File: src/rtl/uart_pkg.sv
// Shared UART definitions: receiver state encoding and line-level constants
// common to the transmitter and receiver.
package uart_pkg;

  localparam logic UART_IDLE  = 1'b1;
  localparam logic UART_START = 1'b0;

  typedef enum logic [2:0] {
    IDLE,
    START,
    DATA,
    STOP,
    BREAK
  } uart_rx_state_t;

  // Cycles from the detected falling edge to the middle of the start bit.
  function automatic int unsigned half_bit(input int unsigned divisor);
    return divisor / 2;
  endfunction

endpackage

File: src/rtl/sync_2ff.sv
// Two-flop synchronizer for asynchronous inputs; reset value is chosen per
// use so an idle line does not look like an edge when reset is released.
module sync_2ff #(
  parameter int              WIDTH     = 1,
  parameter logic [WIDTH-1:0] RESET_VAL = '0
) (
  input  logic             clk,
  input  logic             rst_n,
  input  logic [WIDTH-1:0] d,
  output logic [WIDTH-1:0] q
);

  logic [WIDTH-1:0] meta;

  // NOTE: non-blocking assignments make both flops load their pre-edge values,
  // giving a true two-stage pipeline; blocking would collapse it to one stage.
  always_ff @(posedge clk or negedge rst_n) begin
    if (!rst_n) begin
      meta <= RESET_VAL;
      q    <= RESET_VAL;
    end else begin
      meta <= d;
      q    <= meta;
    end
  end

endmodule

File: src/rtl/uart_rx.sv
// Asynchronous-serial receiver: start/WIDTH data (LSB first)/stop frames are
// sampled mid-bit and presented on a valid/ready interface.
module uart_rx
  import uart_pkg::*;
#(
  parameter int WIDTH   = 8,
  parameter int DIVISOR = 86
) (
  input  logic             clk,
  input  logic             i_reset,
  input  logic             i_enable,
  input  logic             i_rx,
  input  logic             i_ready,
  output logic [WIDTH-1:0] o_data,
  output logic             o_valid,
  output logic             o_frame_err,
  output logic             o_overrun,
  output logic             o_busy
);

  localparam int CW = $clog2(DIVISOR);
  localparam int BW = $clog2(WIDTH + 1);

  localparam logic [CW-1:0] HALF_LOAD = CW'(half_bit(DIVISOR) - 1);
  localparam logic [CW-1:0] FULL_LOAD = CW'(DIVISOR - 1);
  localparam logic [BW-1:0] LAST_BIT  = BW'(WIDTH - 1);

  uart_rx_state_t   state;
  logic             rx_s;
  logic             rx_prev;
  logic [CW-1:0]    cnt;
  logic [BW-1:0]    bit_cnt;
  logic [WIDTH-1:0] shift;

  sync_2ff #(
    .WIDTH     (1),
    .RESET_VAL (UART_IDLE)
  ) u_rx_sync (
    .clk   (clk),
    .rst_n (i_reset),
    .d     (i_rx),
    .q     (rx_s)
  );

  always_ff @(posedge clk or negedge i_reset) begin
    if (!i_reset) begin
      state       <= IDLE;
      rx_prev     <= UART_IDLE;
      cnt         <= '0;
      bit_cnt     <= '0;
      // NOTE: the shift register is reset along with the control state; it is
      // small, and a defined value keeps o_data free of X after a restart.
      shift       <= '0;
      o_data      <= '0;
      o_valid     <= 1'b0;
      o_frame_err <= 1'b0;
      o_overrun   <= 1'b0;
      o_busy      <= 1'b0;
    end else begin
      rx_prev     <= rx_s;
      o_frame_err <= 1'b0;
      o_overrun   <= 1'b0;

      // A later commit in this same cycle overrides this clear.
      if (o_valid && i_ready) begin
        o_valid <= 1'b0;
      end

      case (state)
        IDLE: begin
          if (i_enable && rx_prev == UART_IDLE && rx_s == UART_START) begin
            cnt    <= HALF_LOAD;
            state  <= START;
            o_busy <= 1'b1;
          end
        end

        START: begin
          if (cnt == '0) begin
            if (rx_s == UART_START) begin
              cnt     <= FULL_LOAD;
              bit_cnt <= '0;
              state   <= DATA;
            end else begin
              state  <= IDLE;
              o_busy <= 1'b0;
            end
          end else begin
            cnt <= cnt - 1'b1;
          end
        end

        DATA: begin
          if (cnt == '0) begin
            // New bit enters at the MSB so the first bit ends up as the LSB.
            shift <= WIDTH'({rx_s, shift} >> 1);
            cnt   <= FULL_LOAD;
            if (bit_cnt == LAST_BIT) begin
              state <= STOP;
            end else begin
              bit_cnt <= bit_cnt + 1'b1;
            end
          end else begin
            cnt <= cnt - 1'b1;
          end
        end

        STOP: begin
          if (cnt == '0) begin
            if (rx_s == UART_IDLE) begin
              if (!o_valid || i_ready) begin
                o_data  <= shift;
                o_valid <= 1'b1;
              end else begin
                o_overrun <= 1'b1;
              end
              state  <= IDLE;
              o_busy <= 1'b0;
            end else begin
              o_frame_err <= 1'b1;
              state       <= BREAK;
            end
          end else begin
            cnt <= cnt - 1'b1;
          end
        end

        BREAK: begin
          if (rx_s == UART_IDLE) begin
            state  <= IDLE;
            o_busy <= 1'b0;
          end
        end

        default: begin
          state  <= IDLE;
          o_busy <= 1'b0;
        end
      endcase
    end
  end

endmodule

File: config.mk
export PLATFORM = sky130hd
export DESIGN_NAME = uart_rx
export DESIGN_NICKNAME = d
export VERILOG_FILES = /design/src/rtl/uart_pkg.sv /design/src/rtl/sync_2ff.sv /design/src/rtl/uart_rx.sv
export SDC_FILE = /design/constraint.sdc
export NUM_CORES = 1
export LEC_CHECK = 0
export CORE_ASPECT_RATIO = 0.5
export CORE_MARGIN = 4
export CORE_UTILIZATION = 50
export CTS_CLUSTER_DIAMETER = 120
export DETAILED_ROUTE_END_ITERATION = 12
export PLACE_DENSITY = 0.74
export SLEW_MARGIN = 15
export SYNTH_ARGS = -nofsm -noshare
export SYNTH_HDL_FRONTEND = slang
export SYNTH_SLANG_ARGS = --single-unit
File: constraint.sdc
create_clock -name clk -period 2.16 [get_ports clk]
set_input_delay 0.324 -clock clk [delete_from_list [all_inputs] [get_ports clk]]
set_output_delay 0.324 -clock clk [all_outputs]
set_load 0.02 [all_outputs]
==> metrics.txt <==
TritonRoute pass-1 iters 4; Comb power frac 0.328; # diodes 0; Seq pwr share 0.431; crit path launch type flip-flop; post-DP HPWL 2250 um; die height 49.3 um; clk_skew 4.36 ps; grt ovf 0; VDD IR max 0.000376 V; top area cells in the synthesized netlist dfrtp_1 (50%), mux2_2 (12%), dfstp_2 (4.6%); Setup crit end kind flip-flop; Routed WL 3260 um; worst skew pair latency 290 ps; status finished, final reports clean; Critical Path RT 2340 ps; Post-synth ARST share 1.00; dpl cells 209; register area share after synthesis 0.545; Layout Utilization 0.658; DR iter-0 viols 63; Port Buffer Count 16; clock network power share 0.241; CTS Root Cell clkbuf_8; Tcrit/Tclk final 0.912; ANT nets after route 0; DR vias/cell 5.78; fin area 2060 um2; drt wl/cell 15.0 um; Cell Area, Synth 1710 um2; f_max 508 MHz; Initial Util 0.544; synthesized netlist cell count 147; CP max FO 4; worst hold margin 118 ps; Worst Hold Class input pin to async pin; fin. max-slew vios 0; power consumption 2.02 mW; # clock sinks 37; Final #Nets 183; most frequent cell after synthesis dfrtp_1; Main synth FF type dfrtp_1; Yosys top cell area share 0.499; dpl ws 209 ps; DRC errors left 0; I/O pin total 17; Yosys top cell by area dfrtp_1; DIE AREA 4470 um2; All-Layer GR Usage 0.166; Critical Path AT 2150 ps; Hold Violations, Final 0; PostCTS Resize Cnt 0; largest net degree at the start of global routing 38; Internal 1.33 mW; Via Count 1255; Mapped Nets 154; CTS clk-pin slew, worst paths 80 ps; PD cells 981 nW/um2; Pleak 0.960 nW; WS Path Type flip-flop to flip-flop; Worst Tran Pin Value 806 ps; initial antenna violation count 0; fin cells 217; vias in the first global route 1259; Mapped Avg Cell Area 11.6 um2; register bit total from synthesis 37; TNS Setup 0 ps; gpl congestion 0.801; Finish-stage setup viols 0; yosys warns 0; max-cap viol count 0; area post-placement 1970 um2; first-pass GRT wire length 5820 um; Setup Buffers After CTS 0; RSZ-0062 raised after global routing false; CTS tree built; final setup margin 190 ps; hold_buf cts 0; CTS max path bufs 2; Sw Ratio 0.342; EDFF count, synth 0; number of library cell types mapped by synthesis 42; Sw Pwr 0.692 mW; max-slew headroom at the worst pin 0.463; Min Clock Period, post-route 1970 ps; synthesis-to-finish area growth 20.9%; fillcell total 250; share of cells above drive strength 1 0.271; # rows 14; H-tree Lvls 2; Die W 90.6 um; Commonest cells post-synth dfrtp_1 (34), mux2_2 (18), nor2_1 (10); number of CTS-inserted buffers 5; core box area 3140 um2
[final timing paths]
check                         endpoint  slack (ps)  cells after the start            from
setup reg to reg                cnt[1]         190                      4          cnt[4]
setup / recovery                cnt[1]         190                      4          cnt[4]
hold reg to reg            u_rx_sync.q         360                      0  u_rx_sync.meta
max in group asynchronous       cnt[3]        1540                      1         i_reset
min in group clk           u_rx_sync.q         360                      0  u_rx_sync.meta
hold / removal                  cnt[4]         120                      1         i_reset
[power groups by stage]
stage / clock network [mW] / registers (mW) / logic (mW)
global route: 0.544 / 0.883 / 0.736
global placement: 0 / 0.879 / 0.644
CTS: 0.501 / 0.870 / 0.660
finish: 0.488 / 0.872 / 0.665
floorplan: 0 / 0.886 / 0.443
detailed placement: 0 / 0.884 / 0.657
[state kept, by name (all words and copies together) (netlist names)]
| register | flops |
|---|---|
| bit_cnt | 4 |
| cnt | 7 |
| o_busy | 1 |
| o_data | 8 |
| o_frame_err | 1 |
| o_overrun | 1 |
| o_valid | 1 |
| rx_prev | 1 |
| shift | 8 |
| state | 3 |
| u_rx_sync.meta | 1 |
| u_rx_sync.q | 1 |
[worst max-delay path, cell delays in order, from the launching register on]
cell,delay (ps)
dfrtp_1,400
or4_4,550
or4_4,500
a21boi_0,140
mux2_2,270
[cells in the final DEF, fill, tap and decap left out, types with 3 or more instances in the layout]
cell	instances
dfrtp_1	34
a31oi_1	3
inv_1	4
or3_1	3
nor4_1	3
clkdlybuf4s50_1	15
a21oi_1	5
o21ai_0	5
dfstp_2	3
nor3_1	3
nand3b_1	3
nand2_1	7
clkbuf_8	5
mux2_2	18
nand3_1	6
nor2_1	10
buf_4	13
[logic make-up (layout without fill, tap and decap cells)]
| logic type | Yosys count | count (layout) | share of synthesized area |
|---|---|---|---|
| simple gates | 49 | 49 | 0.166 |
| flops | 37 | 37 | 0.545 |
| compound gates | 30 | 30 | 0.125 |
| mux | 18 | 18 | 0.119 |
| buf+inv | 11 | 41 | 0.0308 |
| fa+ha+maj | 2 | 2 | 0.0147 |
[layer usage]
layer | global-route usage | routed length, um | vias up
li1 | - | - | 602
met1 | 0.217 | 1590 | 616
met2 | 0.255 | 1490 | 29
met3 | 0.0478 | 141 | 8
met4 | 0.0761 | 47 | 0
met5 | 0 | 0 | -
[area by class of cell]
| type | count | area [um2] | area share |
|---|---|---|---|
| timing repair buffer | 29 | 253 | 0.122 |
| tap | 40 | 50.0 | 0.0243 |
| inverter | 4 | 15.0 | 0.00728 |
| sequential | 37 | 930 | 0.451 |
| multi-input combinational | 99 | 724 | 0.351 |
| clock inverter | 3 | 22.5 | 0.0109 |
| clock buffer | 5 | 68.8 | 0.0334 |
Power figures use the tool's default switching activity.
==> variant 1: new RTL, same flow settings <==
Register the output `o_overrun` once more, without a reset; this adds one clock of latency there. The other outputs are not delayed to match.
--- a/src/rtl/uart_rx.sv
+++ b/src/rtl/uart_rx.sv
@@ -24,6 +24,8 @@
   localparam logic [CW-1:0] HALF_LOAD = CW'(half_bit(DIVISOR) - 1);
   localparam logic [CW-1:0] FULL_LOAD = CW'(DIVISOR - 1);
   localparam logic [BW-1:0] LAST_BIT  = BW'(WIDTH - 1);
+
+  logic o_overrun_s0;
 
   uart_rx_state_t   state;
   logic             rx_s;
@@ -54,12 +56,12 @@
       o_data      <= '0;
       o_valid     <= 1'b0;
       o_frame_err <= 1'b0;
-      o_overrun   <= 1'b0;
+      o_overrun_s0 <= 1'b0;
       o_busy      <= 1'b0;
     end else begin
       rx_prev     <= rx_s;
       o_frame_err <= 1'b0;
-      o_overrun   <= 1'b0;
+      o_overrun_s0 <= 1'b0;
 
       // A later commit in this same cycle overrides this clear.
       if (o_valid && i_ready) begin
@@ -112,7 +114,7 @@
                 o_data  <= shift;
                 o_valid <= 1'b1;
               end else begin
-                o_overrun <= 1'b1;
+                o_overrun_s0 <= 1'b1;
               end
               state  <= IDLE;
               o_busy <= 1'b0;
@@ -140,5 +142,9 @@
     end
   end
 
+  always_ff @(posedge clk) begin
+    o_overrun <= o_overrun_s0;
+  end
+
 endmodule
 
Function: same outputs for any inputs over 10 cycles, from zero or initial values and one cycle with i_reset low; that may be too few to reach the edited logic, so the function may still have changed.
==> variant 1 against the original RTL <==
  * Clock skew up 3.6 ps
  * Synthesized cell count up 2.7%
  * Worst setup slack worse by 20 ps
  * Power up 4.2%
  * Routed wire length up 5.4%
  * Fmax down 0.98%
  * Count of clock-buffer cells in the layout unchanged
  * Sequential cell count up 1
  * Non-clock buffer count down 5
  * Area after synthesis up 2.9%
  * Cell count up 4.6%
  * Final area up 4.1%
  * Sequential power up 3.4%
==> variant 1: results <==
[yosys]
ys_top_cells_by_area = dfrtp_1, mux2_2, dfstp_2
seq_area_frac_synth = 0.541
synth_common_cells = dfrtp_1, mux2_2, nor2_1
syn_nets = 158
yosysUniqueCellTypes = 45

[setup_path]
rr_startpoint = cnt[0]
crit_end = cnt[3]
cp_max_fo = 7
slowest_stage = dfrtp_1

[drt]
wl_met3_um = 155
vias_per_cell = 5.63
drt-met1-wl_um = 1700
drt_iter0_drc = 72

[timing]
worst_pin_slew_ps = 462

[global_routing]
grt_first_pass_wirelength_um = 6210
track_usage = 0.172
grt_pass1_vias = 1301
met2_usage = 0.249
use_met1 = 0.248

[pwr]
p_int_w = 0.00149
pwr_density_cell_nw_per_um2 = 983
pg_comb_w = 0.000484
clockPowerShare = 0.343
irDropWorstVdd_mv = 0.545

[final_layout]
fin_nets = 185
drive_above_1_share = 0.235

[status]
status = finished, final reports clean

[hold_path]
hold_path_class = flop to flop

[place]
gp_congestion = 0.873
place_hpwl_um = 2450
variant 1: layout make-up:
type                       count  area [µm²]
inverter                       6        22.5
clock buffer                   5        68.8
timing repair buffer          24         220
clock inverter                 3        68.8
multi-input combinational    103         757
fill                         240        1020
sequential                    38         950
tap                           48        60.1
variant 1: per-stage QoR:
step | util | instances | hold WS [ps] | setup WS (ps)
final | 0.677 | 227 | 347 | 171
after global routing | 0.677 | 227 | 365 | 23.5
after CTS | 0.677 | 227 | 351 | 181
after detailed placement | 0.634 | 219 | 334 | 175
after global placement | 0.634 | 219 | 326 | 232
after floorplan | - | 151 | 28.4 | 214
variant 1: cell families after synthesis:
kind of cell             Yosys count  share of synthesized area
AND/OR/NAND/NOR                   49                      0.165
AO/OA/AOI/OAI                     33                      0.131
flip-flops                        38                      0.541
multiplexers                      19                      0.120
buffers and inverters             10                     0.0285
adder cells (fa/ha/maj)            2                     0.0142
==> variant 2: new RTL, config.mk and constraints unchanged <==
Without the edit above. Change the parameter `WIDTH` from 8 to 16.
--- a/src/rtl/uart_rx.sv
+++ b/src/rtl/uart_rx.sv
@@ -3,7 +3,7 @@
 module uart_rx
   import uart_pkg::*;
 #(
-  parameter int WIDTH   = 8,
+  parameter int WIDTH   = 16,
   parameter int DIVISOR = 86
 ) (
   input  logic             clk,
Ports: changed (resized o_data); port bits go from 17 to 25. The function was not compared with the original's and may differ.
==> variant 2 against the original RTL <==
  * Critical endpoint is now bit_cnt[3]
  * Final area rose by 41%
  * Sequential cell count increased by 17
  * Power grew 20%
  * Worst setup slack got worse by 75 ps
  * Routed wire length up 32%
  * Area after synthesis up 43%
  * Critical path type unchanged
  * Sequential share of layout area up 1.6 points
  * Count of clock-buffer cells in the layout unchanged
==> variant 2: results <==
[status]
status = finished, final reports clean

[place]
place_hpwl_um = 2950
dpl-instance-area_um2 = 2800
io_buffers = 24
gp_congestion = 0.748
dp_cells = 278
dp_worst_setup_slack_ps = 125

[global_routing]
track_usage = 0.160
grt_first_pass_wirelength_um = 7810
grt_max_degree = 55
grt_pass1_vias = 1621

[pwr]
pwr_density_cell_nw_per_um2 = 838
p_seq_w = 0.00122
leakage_nw = 1.38
irDropWorstVdd_mv = 0.391

[setup_path]
worstPathArrival_ps = 2300
rrSetupSlack_ps = 110

[timing]
skew_ps = 7.98
max_freq_mhz = 489
maxSlewHeadroom = 0.554
whs_ps = 114

[final_layout]
drive_above_1_share = 0.295
final_cells = 286
largestRegisters = o_data x16, shift x16, cnt x7
fin_nets = 227
fill_cells = 361

[clock_tree]
clk_latency_ps = 310
clkTransAtPathRegs_ps = 100

[drt]
drt-total-wl_um = 4300

[yosys]
ys_top_cells_by_area = dfrtp_1, mux2_2, mux2_4
yosysUniqueCellTypes = 51
synth.avg_cell_area_um2 = 13.2
variant 2: metal layers:
layer,vias up,routed length (µm),GRT usage
met1,771,2150,0.218
met3,4,100,0.0441
met5,-,0,0
met2,19,2020,0.257
li1,742,-,-
met4,0,38,0.0383
variant 2: layout make-up:
class | instances | area (µm²) | area share
Timing Repair Buffer | 34 | 323 | 0.111
Sequential cell | 54 | 1360 | 0.467
Multi-Input combinational cell | 118 | 1020 | 0.353
Inverter | 6 | 22.5 | 0.00776
Clock inverter | 3 | 26.3 | 0.00906
Clock buffer | 5 | 68.8 | 0.0237
Tap cell | 66 | 82.6 | 0.0285
variant 2: logic make-up (layout without fill, tap and decap cells):
| logic type | Yosys count | after routing | share of synthesized area |
|---|---|---|---|
| flip-flops | 54 | 54 | 0.557 |
| AND/OR/NAND/NOR | 48 | 48 | 0.134 |
| buffers and inverters | 12 | 48 | 0.0247 |
| XOR/XNOR | 2 | 2 | 0.00720 |
| AO/OA/AOI/OAI | 32 | 32 | 0.0936 |
| multiplexers | 33 | 33 | 0.168 |
| adder cells (fa/ha/maj) | 3 | 3 | 0.0154 |
variant 2: worst paths after layout:
path | startpoint | end | cells past startpoint
setup reg to reg | bit_cnt[0] | bit_cnt[3] | 7
hold / removal | i_reset | shift[5] | 2
hold reg to reg | u_rx_sync.meta | u_rx_sync.q | 0
setup / recovery | bit_cnt[0] | bit_cnt[3] | 7
max in group asynchronous | i_reset | cnt[2] | 2
min in group clk | u_rx_sync.meta | u_rx_sync.q | 0
variant 2: timing repair:
action / CTS / global route
endpoints found under the setup margin: 0 / 1
hold buffers: 0 / 0
resized for setup: 0 / 1
variant 2: critical path: stages, from the launching register on:
cell       delay [ps]
dfrtp_1           420
ha_1              240
and3_1            190
ha_1              230
nor3b_2           170
o2111ai_1         150
or4_1             500
nand3_1           100
